===== src/rtl/word_byte_serializer_if.sv =====
// Handshake bundle for word_byte_serializer: 32-bit word input, byte-wide output.
// slave = serializer side, master = producer/consumer side.
interface word_byte_serializer_if;
  logic        in_valid;
  logic        in_ready;
  logic [31:0] in_data;
  logic        out_valid;
  logic        out_ready;
  logic [7:0]  out_data;
  logic        out_last;
  logic        busy;

  modport slave (
    input  in_valid, in_data, out_ready,
    output in_ready, out_valid, out_data, out_last, busy
  );

  modport master (
    output in_valid, in_data, out_ready,
    input  in_ready, out_valid, out_data, out_last, busy
  );
endinterface


===== src/rtl/word_byte_serializer.sv =====
// Word FIFO feeding a 4-beat byte shifter; MSB byte first by default.
// Define SERIALIZER_LSB_FIRST_EN to emit bytes LSB first.
module word_byte_serializer #(
  parameter int unsigned DEPTH = 2
) (
  input  logic                  clk,
  input  logic                  reset,
  word_byte_serializer_if.slave bus
);

  localparam int unsigned PTR_W = (DEPTH > 1) ? $clog2(DEPTH) : 1;
  localparam int unsigned CNT_W = $clog2(DEPTH + 1);

  typedef enum logic {
    S_EMPTY = 1'b0,
    S_SEND  = 1'b1
  } state_t;

  state_t             r_state;
  state_t             w_state_nxt;
  logic [31:0]        r_mem [DEPTH];
  logic [PTR_W-1:0]   r_wr_ptr;
  logic [PTR_W-1:0]   r_rd_ptr;
  logic [CNT_W-1:0]   r_count;
  logic [CNT_W-1:0]   w_count_nxt;
  logic               r_in_ready;
  logic [31:0]        r_shift;
  logic [1:0]         r_idx;
  logic               r_out_valid;
  logic [7:0]         r_out_data;
  logic               r_out_last;

  logic               w_push;
  logic               w_pop;
  logic               w_hs;
  logic [31:0]        w_head;
  logic [31:0]        w_shift_nxt;
  logic [1:0]         w_idx_nxt;
  logic               w_out_valid_nxt;
  logic [7:0]         w_out_data_nxt;
  logic               w_out_last_nxt;

  function automatic logic [7:0] lane_sel(input logic [31:0] word, input logic [1:0] idx);
`ifdef SERIALIZER_LSB_FIRST_EN
    case (idx)
      2'd0:    lane_sel = word[7:0];
      2'd1:    lane_sel = word[15:8];
      2'd2:    lane_sel = word[23:16];
      default: lane_sel = word[31:24];
    endcase
`else
    case (idx)
      2'd0:    lane_sel = word[31:24];
      2'd1:    lane_sel = word[23:16];
      2'd2:    lane_sel = word[15:8];
      default: lane_sel = word[7:0];
    endcase
`endif
  endfunction

  assign w_head = r_mem[r_rd_ptr];
  assign w_hs   = r_out_valid && bus.out_ready;
  assign w_push = bus.in_valid && r_in_ready;
  // Refill on the final beat so consecutive words stream without a bubble.
  assign w_pop  = (r_count != '0) &&
                  ((r_state == S_EMPTY) || (w_hs && (r_idx == 2'd3)));

  always_comb begin
    w_count_nxt = r_count;
    case ({w_push, w_pop})
      2'b10:   w_count_nxt = r_count + CNT_W'(1);
      2'b01:   w_count_nxt = r_count - CNT_W'(1);
      default: w_count_nxt = r_count;
    endcase
  end

  always_ff @(posedge clk) begin
    if (w_push) r_mem[r_wr_ptr] <= bus.in_data;
  end

  always_ff @(posedge clk) begin
    if (reset) begin
      r_wr_ptr   <= '0;
      r_rd_ptr   <= '0;
      r_count    <= '0;
      r_in_ready <= 1'b1;
    end else begin
      if (w_push) r_wr_ptr <= r_wr_ptr + PTR_W'(1);
      if (w_pop)  r_rd_ptr <= r_rd_ptr + PTR_W'(1);
      r_count    <= w_count_nxt;
      r_in_ready <= (w_count_nxt != CNT_W'(DEPTH));
    end
  end

  // State register
  always_ff @(posedge clk) begin
    if (reset) r_state <= S_EMPTY;
    else       r_state <= w_state_nxt;
  end

  // Next-state logic
  always_comb begin
    w_state_nxt = r_state;
    case (r_state)
      S_EMPTY: if (w_pop) w_state_nxt = S_SEND;
      S_SEND:  if (w_hs && (r_idx == 2'd3) && !w_pop) w_state_nxt = S_EMPTY;
      default: w_state_nxt = S_EMPTY;
    endcase
  end

  // Output/datapath next values; registered below so outputs hold through stalls
  always_comb begin
    w_shift_nxt     = r_shift;
    w_idx_nxt       = r_idx;
    w_out_valid_nxt = r_out_valid;
    w_out_data_nxt  = r_out_data;
    w_out_last_nxt  = r_out_last;
    if (w_pop) begin
      w_shift_nxt     = w_head;
      w_idx_nxt       = 2'd0;
      w_out_valid_nxt = 1'b1;
      w_out_data_nxt  = lane_sel(w_head, 2'd0);
      w_out_last_nxt  = 1'b0;
    end else if (w_hs) begin
      if (r_idx == 2'd3) begin
        w_out_valid_nxt = 1'b0;
        w_out_last_nxt  = 1'b0;
      end else begin
        w_idx_nxt       = r_idx + 2'd1;
        w_out_data_nxt  = lane_sel(r_shift, r_idx + 2'd1);
        w_out_last_nxt  = (r_idx == 2'd2);
      end
    end
  end

  always_ff @(posedge clk) begin
    if (reset) begin
      r_shift     <= '0;
      r_idx       <= 2'd0;
      r_out_valid <= 1'b0;
      r_out_data  <= 8'h00;
      r_out_last  <= 1'b0;
    end else begin
      r_shift     <= w_shift_nxt;
      r_idx       <= w_idx_nxt;
      r_out_valid <= w_out_valid_nxt;
      r_out_data  <= w_out_data_nxt;
      r_out_last  <= w_out_last_nxt;
    end
  end

  assign bus.in_ready  = r_in_ready;
  assign bus.out_valid = r_out_valid;
  assign bus.out_data  = r_out_data;
  assign bus.out_last  = r_out_last;
  assign bus.busy      = (r_count != '0) || (r_state == S_SEND);

endmodule


===== src/flat_wrapper.sv =====
// flat-port wrapper written by rule: the top's interface ports become plain ports
module word_byte_serializer_flat 
#(
  parameter int unsigned DEPTH = 2
)
  (clk, reset, bus_in_valid, bus_in_data, bus_out_ready, bus_in_ready, bus_out_valid, bus_out_data, bus_out_last, bus_busy);
  word_byte_serializer_if bus_i ();
  input  logic clk;
  input  logic reset;
  input wire logic [$bits(bus_i.in_valid)-1:0] bus_in_valid;
  input wire logic [$bits(bus_i.in_data)-1:0] bus_in_data;
  input wire logic [$bits(bus_i.out_ready)-1:0] bus_out_ready;
  output wire logic [$bits(bus_i.in_ready)-1:0] bus_in_ready;
  output wire logic [$bits(bus_i.out_valid)-1:0] bus_out_valid;
  output wire logic [$bits(bus_i.out_data)-1:0] bus_out_data;
  output wire logic [$bits(bus_i.out_last)-1:0] bus_out_last;
  output wire logic [$bits(bus_i.busy)-1:0] bus_busy;
  assign bus_i.in_valid = bus_in_valid;
  assign bus_i.in_data = bus_in_data;
  assign bus_i.out_ready = bus_out_ready;
  assign bus_in_ready = bus_i.in_ready;
  assign bus_out_valid = bus_i.out_valid;
  assign bus_out_data = bus_i.out_data;
  assign bus_out_last = bus_i.out_last;
  assign bus_busy = bus_i.busy;
  word_byte_serializer #(.DEPTH(DEPTH)) u_core (.clk(clk), .reset(reset), .bus(bus_i));
endmodule

===== config.mk =====
export PLATFORM = sky130hd
export DESIGN_NAME = word_byte_serializer_flat
export DESIGN_NICKNAME = d
export VERILOG_FILES = /design/src/rtl/word_byte_serializer_if.sv /design/src/rtl/word_byte_serializer.sv /design/src/flat_wrapper.sv
export SDC_FILE = /design/constraint.sdc
export NUM_CORES = 1
export LEC_CHECK = 0
export BUFFER_PORTS_ARGS = -buffer_cell sky130_fd_sc_hd__buf_4
export CORE_ASPECT_RATIO = 2
export CORE_MARGIN = 2
export CORE_UTILIZATION = 50
export DETAILED_ROUTE_END_ITERATION = 6
export PLACE_DENSITY = 0.68
export SKIP_LAST_GASP = 1
export SLEW_MARGIN = 25
export SYNTH_ARGS = -nofsm -noshare
export SYNTH_HDL_FRONTEND = slang
export SYNTH_SLANG_ARGS = --single-unit

===== constraint.sdc =====
create_clock -name clk -period 3.3 [get_ports clk]
set_clock_uncertainty 0.15 [all_clocks]
set_input_delay 0.165 -clock clk [delete_from_list [all_inputs] [get_ports clk]]
set_output_delay 0.165 -clock clk [all_outputs]
set_load 0.02 [all_outputs]

==> metrics.txt <==
Final nets=419; I/O Buffers=47; Die Span X=70.13 um; Max Fclk=391.1 MHz; Final HPWL DP=5.524 mm; commonest non-fill, non-tap cell in the layout=edfxtp_1; CTS Root Buffer Type=clkbuf_16; Req. time, crit path=3380 ps; final std cells w/o fill=483; HP Start=bus_in_valid; power per cell area=860.3 nW/um2; max-capacitance violation count=0; Max transition margin=48.38%; mean post-synth cell area=14.11 um2; first-pass GRT wire length=13.63 mm; Max Buffers Root-to-Sink=2; # setup viols final=0; gr usage total=18.58%; setup tns final=0 ps; DRC violation total after the first TritonRoute iteration=114; Area growth syn-to-layout=23.09%; via count=2,692; clock sinks=107; Final GP Congestion=0.7696; #FFs+latches synth=107; H-tree level count=3; Starting Density=50.92%; status=finished, final reports clean; worst-path maximum fanout=26; largest net degree at the start of global routing=44; Post-CTS Setup Inserts=0; First-pass DRT Iterations=4; vias in the first global route=2,800; YS warnings=0; Hold Vio Cnt, Final=0; Netlist Area Pre-Place=4373 um2; Synth cell types=37; vias per cell=5.573; Int Pwr=0.003097 W; EDFF count, synth=64; worst-skew pair later-pin latency=340 ps; register area share after synthesis=63.63%; initial antenna violation count=0; Final period util=77.47%; layout cells sized above 1=25.07%; crit path kind=reg2reg; Num CTS Buffers=9; Comb power frac=33.0%; Die Y=136.3 um; Primary FF master, synth=edfxtp_1; Post-Place Cells=434; CORE AREA=8588 um2; Worst EP arrival=2640 ps; drt total wl=8.216 mm; Mapped Cells=310; unrepaired setup endpoints after global routing=no; die area=9556 um2; min-delay worst type=in2reg; clock share of power=23.7%; RR Startpoint=u_core.r_state; Final Max Tran Viols=0; Lkg Pwr=1.872 nW; hold path depth=4; IO Pins=48; crit path launch type=flip-flop; row count=48; peak supply drop=0.4091 mV; wire per inst=17.01 um; Post-route DRC=0; Synth Net Count=351; asr flop ratio synth=0%; path depth of the worst reg2reg path=7; ANT cells=0; minimum clock period=2557 ps; most frequent cells in the layout=64 x edfxtp_1, 53 x buf_4, 43 x dfxtp_1; Net Sw Frac=33.12%; Setup crit end kind=flip-flop; CTS tree=done; clock-pin slew on the worst setup and hold paths=70 ps; Seq pwr share=43.3%; reg-to-reg endpoint=u_core.bus.in_ready; P_sw=0.001534 W; hold endpoint=u_core.r_wr_ptr; post-route ant nets=0; grt ovf=0; Slew @ Worst Pin=773.4 ps; final total power=0.004630 W; Reg2Reg Setup Slack=740 ps
## layer usage
| metal | GRT usage, % | part of all wire [%] | up-vias |
|---|---|---|---|
| li1 | - | - | 1339 |
| met3 | 3.336 | 2.5 | 11 |
| met4 | 8.547 | 2.1 | 0 |
| met2 | 34.66 | 57 | 44 |
| met5 | 0 | 0 | - |
| met1 | 20.02 | 38 | 1298 |
## stage by stage
step                      util [%]  worst slack [ps]  instance area (um2)  hold slack (ps)
after floorplan                  -             781.0                 4373            113.9
after detailed placement     55.23             762.3                 4743            202.6
after CTS                    62.67             750.3                 5383            92.88
final                        62.67             743.3                 5383            102.8
after global placement       55.23             820.9                 4743            200.2
after global routing         62.67             658.0                 5383            128.9
## flip-flops by register name (all words and copies together), names as in the netlist, named ones only
signal / cells
u_core.r_idx: 2
u_core.r_mem: 64
u_core.bus.out_data: 8
u_core.bus.in_ready: 1
u_core.r_count: 2
u_core.r_state: 1
u_core.r_rd_ptr: 1
u_core.bus.out_valid: 1
u_core.bus.out_last: 1
u_core.r_shift: 24
u_core.r_wr_ptr: 1
## synthesized netlist by cell type, drive strengths merged, types with 2 or more instances
library cell,count,area [um2]
or3,2,12.51
dfxtp,43,860.8
mux2,8,90.08
a31oi,25,156.4
clkbuf,9,37.54
mux2i,26,260.3
ha,5,62.56
buf,21,137.6
edfxtp,64,1922
xnor2,3,26.28
a211oi,33,327.8
nor2,4,15.01
nor3,3,30.03
nand2,12,45.04
a211o,9,78.83
inv,12,47.55
a311oi,8,70.07
a21oi,3,15.01
o21ba,2,20.02
a221oi,8,70.07
nand3,2,27.53
## what timing repair did
action | in CTS | in global routing
hold buffers | 33 | 0
gates resized for setup | 0 | 0
endpoints found under the hold margin | 65 | 0
## worst max-delay path, stage by stage, from the launching register on
cell and delay (ps):
dfxtp_1 580, a21bo_1 260, buf_4 220, nand3_4 190
inv_4 40, ha_1 330, or3_1 380, a211o_1 300
## power by group through the flow
stage / sequential (W) / clock [W] / combinational, W
finish: 0.00200 / 0.00110 / 0.00153
global route: 0.00204 / 0.00118 / 0.00170
CTS: 0.00200 / 0.00112 / 0.00155
detailed placement: 0.00203 / 0 / 0.00151
global placement: 0.00202 / 0 / 0.00149
floorplan: 0.00200 / 0 / 0.00117
## cells by family (layout without fill, tap and decap cells)
group | count (synthesis) | after routing | synth area share [%]
compound gates | 90 | 90 | 17.22
buf+inv | 42 | 115 | 5.093
fa+ha+maj | 5 | 5 | 1.431
simple gates | 28 | 28 | 3.806
xor+xnor | 4 | 4 | 0.8013
flops | 107 | 107 | 63.63
mux | 34 | 34 | 8.011
## worst max-delay path by stage
stage / start / to / slack, ps / cells after the start
after CTS: u_core.r_state / u_core.bus.in_ready / 750 / 7
after global routing: u_core.r_state / u_core.bus.in_ready / 660 / 7
after detailed placement: u_core.r_state / u_core.bus.in_ready / 760 / 7
after global placement: u_core.r_state / u_core.bus.in_ready / 820 / 7
after floorplan: u_core.bus.in_ready / u_core.r_mem[0][0] / 780 / 2
final: u_core.r_state / u_core.bus.in_ready / 740 / 7
## layout make-up
cell class	count	area (um2)
Sequential cell	107	2783
Inverter	12	47.55
Timing Repair Buffer	87	748.2
Clock inverter	6	80.08
Multi-Input combinational cell	161	1370
Fill cell	656	3206
Tap cell	100	125.1
Clock buffer	10	229.0
(Power assumes the default switching activity.)
